`src/rtl/stream_mux_rr.sv`:
```
// ---------------------------------------------------------------------------
// stream_mux_rr
//   Registered M-to-1 stream multiplexer with round-robin arbitration.
//   Several producers share one consumer. Arbitration is internal, so no
//   external select is needed. The single-entry output register refills in the
//   same cycle it is popped, which gives one beat per cycle with out_ready held
//   high.
//
// Parameters
//   N   data width per channel
//   M   number of input channels
//   SW  width of the channel index (derived)
//
// Ports
//   clk        rising-edge clock
//   rst_n      synchronous active-low reset
//   in_data    M*N  channel i at bits [i*N +: N]
//   in_valid   M    channel i presents a beat
//   in_ready   M    one-hot (or zero): beat on that channel is accepted now
//   out_data   N    registered output beat
//   out_valid  1    out_data holds a beat
//   out_ready  1    consumer takes the beat this cycle
//   out_sel    SW   source channel of the current out_data
//
// Optional feature: macro STREAM_MUX_PKT_LOCK_EN
//   Adds in_last (M), out_last (1) and dbg_locked (1, lock FSM state).
//   Once a channel is granted a beat without last, it keeps the grant until
//   its last beat is accepted, so packets are never interleaved.
//
// Handshake: a beat moves on a port in any cycle where valid and ready are
// both high; valid must not wait for ready, while in_ready here depends
// combinationally on out_ready and on in_valid.
// ---------------------------------------------------------------------------
module stream_mux_rr #(
    parameter int  N  = 8,
    parameter int  M  = 4,
    localparam int SW = (M > 1) ? $clog2(M) : 1
) (
    input  logic           clk,
    input  logic           rst_n,
    input  logic [M*N-1:0] in_data,
    input  logic [M-1:0]   in_valid,
    output logic [M-1:0]   in_ready,
`ifdef STREAM_MUX_PKT_LOCK_EN
    input  logic [M-1:0]   in_last,
    output logic           out_last,
    output logic           dbg_locked,
`endif
    output logic [N-1:0]   out_data,
    output logic           out_valid,
    input  logic           out_ready,
    output logic [SW-1:0]  out_sel
);

    logic [SW-1:0] ptr_q, ptr_d;
    logic [N-1:0]  data_q;
    logic          valid_q;
    logic [SW-1:0] sel_q;

    logic          load_en;
    logic          accept;
    logic          has_grant;
    logic [SW-1:0] grant;
    logic          rr_found;
    logic [SW-1:0] rr_grant;

    // Round-robin search: first valid channel at or after ptr, wrapping.
    always_comb begin
        int j;
        rr_found = 1'b0;
        rr_grant = '0;
        j        = 0;
        for (int k = 0; k < M; k++) begin
            j = int'(ptr_q) + k;
            if (j >= M) begin
                j = j - M;
            end
            if (!rr_found && in_valid[SW'(j)]) begin
                rr_found = 1'b1;
                rr_grant = SW'(j);
            end
        end
    end

`ifdef STREAM_MUX_PKT_LOCK_EN
    typedef enum logic {
        IDLE   = 1'b0,
        LOCKED = 1'b1
    } lock_state_t;

    lock_state_t   state_q, state_d;
    logic [SW-1:0] lock_ch_q, lock_ch_d;
    logic          last_q;

    // While locked, only the owning channel may be granted, even when idle.
    always_comb begin
        grant     = rr_grant;
        has_grant = rr_found;
        if (state_q == LOCKED) begin
            grant     = lock_ch_q;
            has_grant = in_valid[lock_ch_q];
        end
    end

    always_comb begin
        state_d   = state_q;
        lock_ch_d = lock_ch_q;
        if (accept) begin
            case (state_q)
                IDLE: begin
                    if (!in_last[grant]) begin
                        state_d   = LOCKED;
                        lock_ch_d = grant;
                    end
                end
                LOCKED: begin
                    if (in_last[grant]) begin
                        state_d = IDLE;
                    end
                end
                default: state_d = IDLE;
            endcase
        end
    end

    always_ff @(posedge clk) begin
        if (!rst_n) begin
            state_q   <= IDLE;
            lock_ch_q <= '0;
            last_q    <= 1'b0;
        end else begin
            state_q   <= state_d;
            lock_ch_q <= lock_ch_d;
            if (accept) begin
                last_q <= in_last[grant];
            end
        end
    end

    assign out_last   = last_q;
    assign dbg_locked = (state_q == LOCKED);
`else
    always_comb begin
        grant     = rr_grant;
        has_grant = rr_found;
    end
`endif

    // The output slot can take a new beat when empty or being popped now.
    assign load_en = !valid_q || out_ready;
    assign accept  = rst_n && has_grant && load_en;

    always_comb begin
        in_ready = '0;
        for (int i = 0; i < M; i++) begin
            in_ready[i] = accept && (grant == SW'(i));
        end
    end

    // Pointer moves just past the winner; with M=1 this is always 0.
    always_comb begin
        ptr_d = ptr_q;
        if (accept) begin
            ptr_d = (grant == SW'(M - 1)) ? '0 : grant + SW'(1);
        end
    end

    always_ff @(posedge clk) begin
        if (!rst_n) begin
            ptr_q   <= '0;
            data_q  <= '0;
            valid_q <= 1'b0;
            sel_q   <= '0;
        end else begin
            ptr_q <= ptr_d;
            if (accept) begin
                data_q  <= in_data[grant*N +: N];
                sel_q   <= grant;
                valid_q <= 1'b1;
            end else if (out_ready) begin
                valid_q <= 1'b0;
            end
        end
    end

    assign out_data  = data_q;
    assign out_valid = valid_q;
    assign out_sel   = sel_q;

endmodule
```
`config.mk`:
```
export PLATFORM = sky130hd
export DESIGN_NAME = stream_mux_rr
export DESIGN_NICKNAME = d
export VERILOG_FILES = /design/src/rtl/stream_mux_rr.sv
export SDC_FILE = /design/constraint.sdc
export NUM_CORES = 1
export LEC_CHECK = 0
export CORE_ASPECT_RATIO = 0.6
export CORE_MARGIN = 4
export CORE_UTILIZATION = 40
export CTS_BUF_LIST = sky130_fd_sc_hd__clkbuf_4 sky130_fd_sc_hd__clkbuf_8 sky130_fd_sc_hd__clkbuf_16
export CTS_CLUSTER_SIZE = 10
export DETAILED_ROUTE_END_ITERATION = 8
export PLACE_DENSITY = 0.95
export SETUP_SLACK_MARGIN = 0.1
export SYNTH_ARGS = -nofsm -noshare
export SYNTH_HDL_FRONTEND = slang
export SYNTH_SLANG_ARGS = --single-unit
```
`constraint.sdc`:
```
create_clock -name clk -period 2.6 [get_ports clk]
set_input_delay 0.52 -clock clk [delete_from_list [all_inputs] [get_ports clk]]
set_output_delay 0.52 -clock clk [all_outputs]
set_load 0.005 [all_outputs]
```
==> reports/qor.txt, run 1 <==
run status - finished, final reports clean
syn_area_per_cell - 10.8 um^2
first-pass GRT wire length - 4.49 mm
ys async rst share - 0%
vias in the first global route - 921
worst-margin pin slew - 311 ps
Synth cell types - 31
share of cells above drive strength 1 - 29.3%
Leak - 0.684 nW
Worst Min Path Start - out_sel[1]
Post-Syn Area - 907 um^2
final worst slack - 128 ps
cts hold-fix bufs - 0
utilization after layout - 73.9%
starting density of the core - 41.9%
crit path max fanout - 4
Seq/Total Area, Yosys - 28.7%
largest net degree at the start of global routing - 19
Power Density - 480 mW/mm^2
GR Overflow Total - 0
CP max stage delay - 290 ps
FF+latch count, synth - 13
Skew-Pair Late Insertion Delay - 240 ps
Hold WC Path Type - reg2reg
Chip Height - 44.9 um
nets - 190
Finish-stage setup viols - 0
final wirelength - 2.80 mm
Final Hold Fails - 0
CP Class - in2out
peak supply drop - 0.283 mV
RSZ-0062 raised after global routing - true
endpoint of the worst hold path - out_sel[1]
Post-Place Worst Slack - -358 ps
Clk pin slew, worst setup/hold paths - 60 ps
worst reg2reg setup slack - 810 ps
routed length on met2 - 1.33 mm
post-route ant nets - 0
drt first-iter violations - 17
EDFF count, synth - 0
DR vias/cell - 5.04
CP arrival - 1950 ps
Reg2Reg Depth - 6
Max Transition Viols Final - 0
CP Data Required Time - 2080 ps
reg2reg start - ptr_q[0]
FMAX - 405 MHz
Rows - 13
DR WL/cell - 15.5 um
clock buffer depth - 2
worst reg2reg endpoint - out_data[5]
CORE AREA - 0.00216 mm^2
wire length on met3 - 234 um
via count - 907
Max Cap Viol - 0
routed metal-1 wire length - 1.19 mm
top-count cell post-synth - mux2i_1
Synth top area share - 28.7%
Mapped Cells - 84
most area-hungry cell type in the Yosys netlist - dfxtp_1
most frequent cells after synthesis - mux2i_1, dfxtp_1, nand3_1, o221ai_2, buf_6
syn nets - 123
initial antenna violation count - 0
die area - 0.00312 mm^2
CP max-delay cell - nor4_2
CTS tree - yes
IO Port Bufs - 53
clock skew - 3.47 ps
placed instance area - 0.00151 mm^2
DRC Markers - 0
hold path depth - 2
H-tree depth - 1
Num CTS Buffers - 3
Root Buffer - clkbuf_8
detailed-placement wirelength estimate - 2.13 mm
gr usage total - 19.1%
yosys warns - 0
TritonRoute pass-1 iters - 4
# IOs - 54
largest cells by area after synthesis - dfxtp_1, mux2i_1, o221ai_2
crit-path cells - dlygate4sd2_1 > nor2b_4 > a21boi_2 > o32ai_4 > buf_6 > nor4_2 > clkdlybuf4s15_1
dpl cells - 172
CP endpoint kind - output port
CTS sink count - 13
antenna cells - 0
area delta synth->final - 76.1%
Die X - 69.5 um
max_slew headroom - 79.2%
routability congestion estimate - 0.749
final worst-path cycle share - 95.1%
Synth Flop Type - dfxtp_1
startpoint types - input port
top layer in use - met4
post-layout instance area - 0.00160 mm^2
Min Hold Slack - 472 ps
non-filler cells, final - 180
minimum clock period - 2470 ps
repair_timing:
item	4_1_cts	5_1_grt
pin swaps	4	1
buffers inserted	4	0
endpoints found under the setup margin	4	3
resized for setup	15	6
layout by cell type, fill, tap and decap left out, drive strengths merged:
master,n
nand2,2
o32ai,1
xor2,1
nand3,11
inv,1
clkdlybuf4s15,2
dfxtp,13
clkinv,1
nor3b,1
clkdlybuf4s50,45
o221ai,8
o21ai,1
a31oi,1
a21boi,1
a21o,1
and3b,1
dlygate4sd2,4
nor2b,4
buf,16
nor4b,1
o211a,1
o31ai,1
nor4,2
nand2b,3
mux2i,16
nor2,4
nor3,1
clkbuf,5
or2,1
cell families after synthesis:
| family | Yosys count | synth area share, % |
|---|---|---|
| buf+inv | 8 | 6.90 |
| flops | 13 | 28.7 |
| mux | 16 | 17.7 |
| compound gates | 15 | 21.5 |
| xor+xnor | 1 | 0.966 |
| simple gates | 31 | 24.3 |
registers in the layout, summed over array words and instances, names as in the netlist:
register,cells
out_data,8
out_sel,2
ptr_q,2
out_valid,1
layout make-up:
cell class / instances / area (um^2)
well taps: 30 / 37.5
inverters: 1 / 3.75
fillers: 161 / 566
clock buffers: 3 / 41.3
clock inverters: 1 / 5.00
repair buffers: 69 / 639
multi-input cells: 63 / 611
flip-flops and latches: 13 / 260
worst max-delay path by stage:
stage,to,cells past startpoint,start
floorplan,in_ready[1],5,in_valid[2]
global placement,in_ready[1],6,in_valid[1]
detailed placement,in_ready[2],6,in_valid[0]
CTS,in_ready[2],7,in_valid[1]
global route,in_ready[2],7,in_valid[2]
finish,in_ready[2],7,in_valid[2]
where the power goes:
| group | switching (W) | internal (W) |
|---|---|---|
| Sequential | 0.0000225 | 0.000231 |
| Combinational | 0.000134 | 0.000199 |
| Clock | 0.0000753 | 0.000106 |
| Total | 0.000231 | 0.000536 |
per-layer routing:
layer | track usage, % | up-vias
li1 | - | 452
met1 | 21.6 | 412
met2 | 32.8 | 39
met3 | 9.11 | 4
met4 | 5.84 | 0
met5 | 0 | -
worst max-delay path: cells and delay by family:
kind                   cells  cell delay (ps)
and+or+nand+nor            2              450
buffers and inverters      3              670
AOI/OAI and AO/OA          2              320
metrics by stage:
step                TNS, ps  power (W)
finish                    0   0.000768
global route              0   0.000813
CTS                       0   0.000771
detailed placement    -1200   0.000577
global placement       -885   0.000564
floorplan                 0   0.000422
(Power assumes the default switching activity.)
==> inputs of run 2 (changes only) <==
Settings changed: CORE_UTILIZATION 40 to 35, PLACE_DENSITY 0.95 to 0.87, SLEW_MARGIN set to 20.
==> reports/qor.txt, run 2 (synthesis gave the netlist of run 1 again) <==
CTS sink count - 13 (unchanged)
nets - 190 (unchanged)
DR WL/cell - 16.3 um (was 15.5 um)
startpoint types - input port (unchanged)
GR Overflow Total - 0 (unchanged)
DRC Markers - 0 (unchanged)
CP Class - in2out (unchanged)
Root Buffer - clkbuf_8 (unchanged)
most frequent cells in the layout - clkdlybuf4s50_1, mux2i_1, buf_4 (unchanged)
Die X - 73.7 um (was 69.5 um)
crit path max fanout - 3 (was 4)
area delta synth->final - 77.5% (was 76.1%)
CP Data Required Time - 2080 ps (about the same)
clock skew - 2.93 ps (was 3.47 ps)
commonest non-fill, non-tap cell in the layout - clkdlybuf4s50_1 (unchanged)
TritonRoute pass-1 iters - 3 (was 4)
Finish-stage setup viols - 0 (unchanged)
met3 usage in global routing - 8.39% (was 9.11%)
Total Power - 0.000778 W (was 0.000768 W)
non-filler cells, final - 180 (unchanged)
post-route ant nets - 0 (unchanged)
global routing usage on met1 - 18.8% (was 21.6%)
routability congestion estimate - 0.817 (was 0.749)
Final Hold Fails - 0 (unchanged)
CORE AREA - 0.00231 mm^2 (was 0.00216 mm^2)
vias in the first global route - 1,005 (was 921)
CTS tree - yes (unchanged)
# IOs - 54 (unchanged)
FMAX - 420 MHz (was 405 MHz)
Max Cap Viol - 0 (unchanged)
first-pass GRT wire length - 4.54 mm (was 4.49 mm)
max_slew headroom - 73.5% (was 79.2%)
clock buffer depth - 2 (unchanged)
Hold WC Path Type - reg2reg (unchanged)
H-tree depth - 1 (unchanged)
total negative slack - 0 ps (unchanged)
Skew-Pair Late Insertion Delay - 250 ps (was 240 ps)
Chip Height - 47.4 um (was 44.9 um)
share of cells above drive strength 1 - 30.7% (was 29.3%)
gr usage total - 18.1% (was 19.1%)
GR Util met2 - 33.1% (was 32.8%)
detailed-placement wirelength estimate - 2.36 mm (was 2.13 mm)
Power Density - 483 mW/mm^2 (was 480 mW/mm^2)
Max Transition Viols Final - 0 (unchanged)
IO Port Bufs - 53 (unchanged)
utilization after layout - 69.7% (was 73.9%)
via count - 948 (was 907)
DR vias/cell - 5.27 (was 5.04)
GR peak layer - met2 (unchanged)
initial antenna violation count - 0 (unchanged)
drt first-iter violations - 21 (was 17)
peak supply drop - 0.277 mV (was 0.283 mV)
Rows - 13 (unchanged)
minimum clock period - 2380 ps (was 2470 ps)
RSZ-0062 raised after global routing - false (was true)
die area - 0.00350 mm^2 (was 0.00312 mm^2)
run status - finished, final reports clean (unchanged)
starting density of the core - 39.3% (was 41.9%)
Leak - 0.691 nW (was 0.684 nW)
Largest register FFs - 8 (unchanged)
dpl cells - 173 (was 172)
final wirelength - 2.93 mm (was 2.80 mm)
largest net degree at the start of global routing - 18 (was 19)
Num CTS Buffers - 3 (unchanged)
antenna cells - 0 (unchanged)
final worst-path cycle share - 91.5% (was 95.1%)
CP arrival - 1860 ps (was 1950 ps)
worst-margin pin slew - 397 ps (was 311 ps)
CP endpoint kind - output port (unchanged)
Clk pin slew, worst setup/hold paths - 60 ps (about the same)
run 2: final cells by class:
| type | count | area (um^2) |
|---|---|---|
| inverters | 1 | 3.75 |
| well taps | 30 | 37.5 |
| repair buffers | 69 | 632 |
| clock inverters | 1 | 5.00 |
| fillers | 176 | 699 |
| flip-flops and latches | 13 | 260 |
| multi-input cells | 63 | 631 |
| clock buffers | 3 | 41.3 |
run 2: repair_timing:
| action | in CTS | in global routing |
|---|---|---|
| pin swaps | 5 | 0 |
| setup buffers | 3 | 0 |
| hold buffers | 0 | 0 |
| setup endpoints to repair | 4 | 2 |
| resized for setup | 22 | 4 |
run 2: path summary, 6_finish.rpt:
path | start | endpoint | slack (ps) | cells past startpoint
min reg2reg | out_sel[0] | out_sel[0] | 490 | 2
max reg2reg | ptr_q[1] | out_data[3] | 850 | 7
max | in_valid[2] | in_ready[0] | 220 | 7
min | out_sel[0] | out_sel[0] | 490 | 2
run 2: per-layer routing:
metal / up-vias / part of all wire [%]
li1: 453 / -
met1: 448 / 41
met2: 41 / 48
met3: 6 / 9.3
met4: 0 / 1.8
met5: - / 0
run 2: power breakdown:
group	internal [W]	total [W]	switching (W)	leakage (nW)
Sequential	0.000231	0.000257	0.0000262	0.108
Clock	0.000106	0.000182	0.0000760	0.0255
Combinational	0.000204	0.000339	0.000135	0.557
Total	0.000541	0.000778	0.000237	0.691
run 2: worst max-delay path, cell delays in order:
cell,delay (ps)
dlygate4sd2_1,250
nor2b_4,130
a21boi_4,140
o32ai_4,300
buf_4,170
and3b_1,150
clkdlybuf4s15_2,200
run 2: through the flow:
stage | setup slack (ps) | hold WS [ps] | instance area [um^2]
finish | 221 | 487 | 1610
global route | 158 | 518 | 1610
CTS | 87.6 | 488 | 1620
detailed placement | -397 | 476 | 1510
global placement | -271 | 460 | 1510
floorplan | 616 | 450 | 907
==> inputs of run 3 (changes only) <==
Settings changed: ABC_AREA set to 1, PLACE_DENSITY 0.87 to 0.8.
==> reports/qor.txt, run 3 <==
DRC Markers - 0 (unchanged)
initial antenna violation count - 0 (unchanged)
FF+latch count, synth - 13 (unchanged)
worst reg2reg endpoint - out_data[5] (was out_data[3])
Root Buffer - clkbuf_8 (unchanged)
crit-path cells - dlygate4sd2_1 > inv_1 > nand2_1 > nand3_2 > nand2_4 > inv_1 > nand3_4 > nand3_2 > or2_4 > nor2_4 > buf_2 (was dlygate4sd2_1 > nor2b_4 > a21boi_4 > o32ai_4 > buf_4 > and3b_1 > clkdlybuf4s15_2)
DR vias/cell - 4.79 (was 5.27)
final worst-path cycle share - 92.2% (was 91.5%)
CORE AREA - 0.00332 mm^2 (was 0.00231 mm^2)
Max Cap Viol - 0 (unchanged)
FMAX - 417 MHz (was 420 MHz)
Clk pin slew, worst setup/hold paths - 50 ps (was 60 ps)
Largest register FFs - 8 (unchanged)
CP Capture Point - in_ready[1] (was in_ready[0])
multi-input logic area - 795 um^2 (was 631 um^2)
delay-heaviest family, CP - simple AND/OR/NAND/NOR gates (was buffers and inverters)
Reg2Reg Depth - 15 (was 7)
most area-hungry cell type in the Yosys netlist - dfxtp_1 (unchanged)
largest net degree at the start of global routing - 17 (was 18)
Synth Flop Type - dfxtp_1 (unchanged)
clock buffer depth - 2 (unchanged)
peak supply drop - 0.712 mV (was 0.277 mV)
die area - 0.00457 mm^2 (was 0.00350 mm^2)
Synth cell types - 21 (was 31)
reg2reg start - ptr_q[0] (was ptr_q[1])
fillcell total - 321 (was 176)
CP max-delay cell - or2_4 (was o32ai_4)
GR Overflow Total - 0 (unchanged)
worst-margin pin slew - 235 ps (was 397 ps)
nets - 322 (was 190)
via count - 1,566 (was 948)
Hold WC Path Type - reg2reg (unchanged)
Worst Setup SP - in_valid[0] (was in_valid[2])
Seq/Total Area, Yosys - 21.1% (was 28.7%)
CP endpoint kind - output port (unchanged)
Reg area - 263 um^2 (was 260 um^2)
Finish-stage setup viols - 0 (unchanged)
CP arrival - 1880 ps (was 1860 ps)
startpoint types - input port (unchanged)
Skew-Pair Late Insertion Delay - 240 ps (was 250 ps)
crit path max fanout - 4 (was 3)
H-tree depth - 1 (unchanged)
CTS tree - yes (unchanged)
met3 usage in global routing - 5.50% (was 8.39%)
Num CTS Buffers - 3 (unchanged)
Switch Pwr - 0.00106 W (was 0.000237 W)
Power Density - 1100 mW/mm^2 (was 483 mW/mm^2)
minimum clock period - 2400 ps (was 2380 ps)
run status - finished, final reports clean (unchanged)
Comb power frac - 75.4% (was 43.5%)
vias in the first global route - 1,427 (was 1,005)
CP Data Required Time - 2080 ps (about the same)
global routing usage on met1 - 21.9% (was 18.8%)
DR WL/cell - 12.2 um (was 16.3 um)
top-count cell post-synth - nand2_1 (was mux2i_1)
final worst slack - 203 ps (was 221 ps)
antenna cells - 0 (unchanged)
first-pass GRT wire length - 6.39 mm (was 4.54 mm)
Leak - 1.07 nW (was 0.691 nW)
IO Port Bufs - 53 (unchanged)
area delta synth->final - 61.3% (was 77.5%)
most frequent cells after synthesis - nand2_1, inv_1, nand3_1, nand4_1, dfxtp_1 (was mux2i_1, dfxtp_1, nand3_1, o221ai_2, buf_6)
worst reg2reg setup slack - 730 ps (was 850 ps)
Final Hold Fails - 0 (unchanged)
syn_area_per_cell - 5.66 um^2 (was 10.8 um^2)
Max Transition Viols Final - 0 (unchanged)
Synth top area share - 21.1% (was 28.7%)
largest cells by area after synthesis - dfxtp_1, nand2_1, nand3_1 (was dfxtp_1, mux2i_1, o221ai_2)
detailed-placement wirelength estimate - 2.89 mm (was 2.36 mm)
share of cells above drive strength 1 - 20.2% (was 30.7%)
CP Class - in2out (unchanged)
routability congestion estimate - 0.883 (was 0.817)
most frequent cells in the layout - nand2_1, inv_1, clkdlybuf4s50_1 (was clkdlybuf4s50_1, mux2i_1, buf_4)
Clock power frac - 8.8% (was 23.4%)
RSZ-0062 raised after global routing - false (unchanged)
GR Util met2 - 30.4% (was 33.1%)
register share of total power - 15.8% (was 33.1%)
Post-Syn Area - 0.00123 mm^2 (was 907 um^2)
CP max stage delay - 290 ps (was 300 ps)
total negative slack - 0 ps (unchanged)
ys async rst share - 0% (unchanged)
cell count along the critical path - 11 (was 7)
post-route ant nets - 0 (unchanged)
cts hold-fix bufs - 0 (unchanged)
drt first-iter violations - 94 (was 21)
max_slew headroom - 84.2% (was 73.5%)
Mapped Cells - 218 (was 84)
Crit path buffers/inverters - 4 (was 3)
Rows - 16 (was 13)
EDFF count, synth - 0 (unchanged)
yosys warns - 0 (unchanged)
commonest non-fill, non-tap cell in the layout - nand2_1 (was clkdlybuf4s50_1)
TritonRoute pass-1 iters - 4 (was 3)
Chip Height - 54.0 um (was 47.4 um)
CTS sink count - 13 (unchanged)
clock skew - 2.56 ps (was 2.93 ps)
syn nets - 257 (was 123)
gr usage total - 17.5% (was 18.1%)
Post-Place Worst Slack - -419 ps (was -397 ps)
final wirelength - 3.99 mm (was 2.93 mm)
GR peak layer - met2 (unchanged)
starting density of the core - 37.2% (was 39.3%)
Die X - 84.7 um (was 73.7 um)
Switching Share - 48.2% (was 30.5%)
Int Power - 0.00114 W (was 0.000541 W)
# IOs - 54 (unchanged)
utilization after layout - 59.9% (was 69.7%)
## run 3: what timing repair did
item,4_1_cts,5_1_grt
pin swaps,10,6
gates resized for setup,20,18
setup buffers,1,0
endpoints found under the setup margin,4,4
## run 3: area by class of cell
class	count	area share (%)
multi-input cells	147	39.9
repair buffers	69	32.0
flip-flops and latches	13	13.2
inverters	49	9.61
well taps	45	2.83
clock buffers	4	2.45
## run 3: power by group through the flow
stage	combinational (W)	sequential [W]	clock (W)
after floorplan	0.000990	0.000343	0
after global placement	0.00155	0.000344	0
after detailed placement	0.00157	0.000346	0
after CTS	0.00160	0.000343	0.000199
after global routing	0.00183	0.000354	0.000207
final	0.00166	0.000347	0.000194
## run 3: logic make-up (layout without fill, tap and decap cells)
kind of cell	after synthesis	after routing	synth area share, %
AO/OA/AOI/OAI	5	5	2.23
AND/OR/NAND/NOR	142	142	56.8
flip-flops	13	13	21.1
buffers and inverters	58	122	19.9
## run 3: worst min path at each step
| stage | from | end | cells after the start |
|---|---|---|---|
| after floorplan | out_data[5] | out_data[5] | 2 |
| after global placement | out_data[5] | out_data[5] | 2 |
| after detailed placement | out_data[5] | out_data[5] | 2 |
| after CTS | out_data[5] | out_data[5] | 2 |
| after global routing | out_sel[0] | out_sel[0] | 2 |
| final | out_data[5] | out_data[5] | 2 |
## run 3: per-layer routing
metal	vias to the layer above	routed length, um	part of all wire, %
met5	-	0	0
met4	0	6	0.15
met3	2	330	8.3
met2	56	1810	45
met1	704	1840	46
li1	804	-	-
## run 3: stage by stage
stage,cells,total power (W),cell area [um^2],hold slack (ps)
5_1_grt,327,0.00239,1990,503
3_5_place_dp,322,0.00191,1890,467
2_1_floorplan,218,0.00133,1230,464
6_report,327,0.00220,1990,477
3_3_place_gp,322,0.00189,1890,461
4_1_cts,327,0.00214,1950,475
## run 3: tightest hold or removal path: cells and delay by family, from the launching register on
kind / cells / cell delay [ps]
DFF: 1 / 310
and+or+nand+nor: 2 / 120
==> patch, RTL diff (settings of run 2) <==
The option `STREAM_MUX_PKT_LOCK_EN` is turned on by a define.
--- a/src/rtl/stream_mux_rr.sv
+++ b/src/rtl/stream_mux_rr.sv
@@ -31,6 +31,8 @@
 // both high; valid must not wait for ready, while in_ready here depends
 // combinationally on out_ready and on in_valid.
 // ---------------------------------------------------------------------------
+`define STREAM_MUX_PKT_LOCK_EN
+
 module stream_mux_rr #(
     parameter int  N  = 8,
     parameter int  M  = 4,
Interface: changed (added dbg_locked, in_last and out_last); port bits go from 54 to 60. No check against the original RTL was run, so the function may have changed too.
==> patch against run 2 <==
Setup slack got worse by 160 ps; count of clock-buffer cells in the layout did not move; synthesized cell count rose by 45%; cell area grew 26%; wire length up 23%; die area grew 24%; sequential power grew 32%; clock power is 13% higher; highest routed layer unchanged; fmax shrank 6.3%; global-route usage is 1.2 points lower; total power up 34%; area after synthesis up 29%; sequential cell count rose by 4.
==> patch: results (changes against run 2) <==
run status finished, final reports clean; Critical-path top delay cell o31a_1; number of flip-flops in the largest register 8 (unchanged); Post-Synthesis Cells 122 (+45%); Max stage delay on crit path 360 ps (+60 ps); Min-Delay Path Class register to register; nets@finish 248 (+31%); Finished Layout Cells 242 (+34%); drt first pass iters 4 (+1); CTS buffer count 3 (unchanged); IO Port Bufs 59 (+11%); cell with the most instances after synthesis dfxtp_1; CTS Root Cell clkbuf_8; Seq/Total Area, Yosys 0.292 (+0.00464); Worst Path Arrival 2020 ps (+160 ps); Antenna Cells 0 (unchanged); unique cell type count in the Yosys netlist 36 (+16%); routability cong. 0.809 (-0.98%); # fillers 241 (+37%); Net Count, Synth 169 (+37%); vias in the first global route 1193 (+19%); Clock Skews 6.03 ps (+3.10 ps); Synth top cells by count dfxtp_1, mux2i_1, nor2_1; initial antenna violation count 0 (unchanged); leading post-synthesis cells by cell area dfxtp_1, mux2i_1, mux2_2; vias per inst 5.07 (-3.7%); GRT Util Overall 0.169 (-0.0124); kind of cell adding the most delay to the critical path compound AO/OA/AOI/OAI gates; clk_lat worst skew 260 ps; DR WL/cell 15.0 um (-8.1%); Worst IR Drop VDD 0.331 mV (+19%); asr flop ratio synth 0 (unchanged); share of cells above drive strength 1 0.350 (+0.0433); H-tree depth 1 (unchanged); first-pass GRT wire length 5.59 mm (+23%); Worst-Margin Slew 244 ps (-153 ps); Placed Instances 234 (+35%); largest net degree at the start of global routing 16 (-2); Iteration-0 DRC Markers 57 (+170%); DP HPWL 2.79 mm (+18%); CTS max path bufs 2 (unchanged); Lkg Pwr 0.000816 uW (+18%); yosys warns 0 (unchanged); Crit Path Max Fanout 6 (+3)
[patch: changes by cell type after synthesis, sizes merged, moves of 4 or more]
| cell | delta |
|---|---|
| dfxtp | +4 |
| ha | +4 |
| inv | +4 |
| mux2i | -4 |
| a21oi | +4 |
| nand3 | -10 |
| o21ai | +15 |
| o221ai | -8 |
| and2 | +5 |
| nor2 | +7 |
| a22oi | +8 |
| mux2 | +9 |
[patch: layout make-up]
class | count | share of cell area
Clock buffer | 3 | 0.0204
Timing Repair Buffer | 79 | 0.362
Sequential cell | 17 | 0.170
Clock inverter | 1 | 0.00247
Tap cell | 42 | 0.0259
Multi-Input combinational cell | 95 | 0.410
Inverter | 5 | 0.00926
[patch: kinds of logic after synthesis]
logic type               count (synthesis)  synth area share
adder cells (fa/ha/maj)                  4            0.0429
flip-flops                              17             0.292
multiplexers                            22             0.209
buffers and inverters                   10            0.0525
AND/OR/NAND/NOR                         33             0.165
AO/OA/AOI/OAI                           36             0.239
[patch: per-layer routing]
| metal | GRT usage | vias to the layer above | share of wire |
|---|---|---|---|
| li1 | - | 603 | - |
| met1 | 0.223 | 580 | 0.44 |
| met2 | 0.265 | 41 | 0.46 |
| met3 | 0.0636 | 4 | 0.091 |
| met4 | 0.0272 | 0 | 0.0058 |
| met5 | 0 | - | 0 |
[patch: through the flow]
stage / cell area, um^2 / hold WS [ps] / utilization / setup slack, ps / power [uW]
6_report: 2030 / 500 / 0.671 / 61.0 / 1040
5_1_grt: 2030 / 532 / 0.671 / 11.5 / 1100
4_1_cts: 1990 / 502 / 0.659 / 103 / 1020
3_5_place_dp: 1900 / 481 / 0.629 / -583 / 799
3_3_place_gp: 1900 / 477 / 0.629 / -502 / 783
2_1_floorplan: 1170 / 468 / - / 157 / 570
[patch: report_power, final]
| part | internal (uW) | switching, uW | leakage [uW] |
|---|---|---|---|
| sequential | 306 | 34.0 | 0.000142 |
| clock | 107 | 98.3 | 0.0000255 |
| combinational | 302 | 193 | 0.000649 |
| total | 714 | 325 | 0.000816 |
[patch: final timing paths]
check / start / to / slack (ps) / cells after the start
setup reg to reg: ptr_q[0] / out_last / 460 / 6
hold / removal: out_data[0] / out_data[0] / 500 / 2
setup / recovery: in_valid[0] / in_ready[0] / 60 / 7
hold reg to reg: out_data[0] / out_data[0] / 500 / 2
[patch: timing repair]
action,in CTS,in global routing
resized for setup,36,9
pin swaps,5,4
setup endpoints to repair,7,4
buffers inserted,2,2
[patch: worst reg2reg max path, stage by stage, from the launching register on]
cell and delay [ps]:
dfxtp_4 380, and2b_1 220, nor4b_2 220, a221o_2 210, buf_4 260, mux2_2 410
a221o_1 330
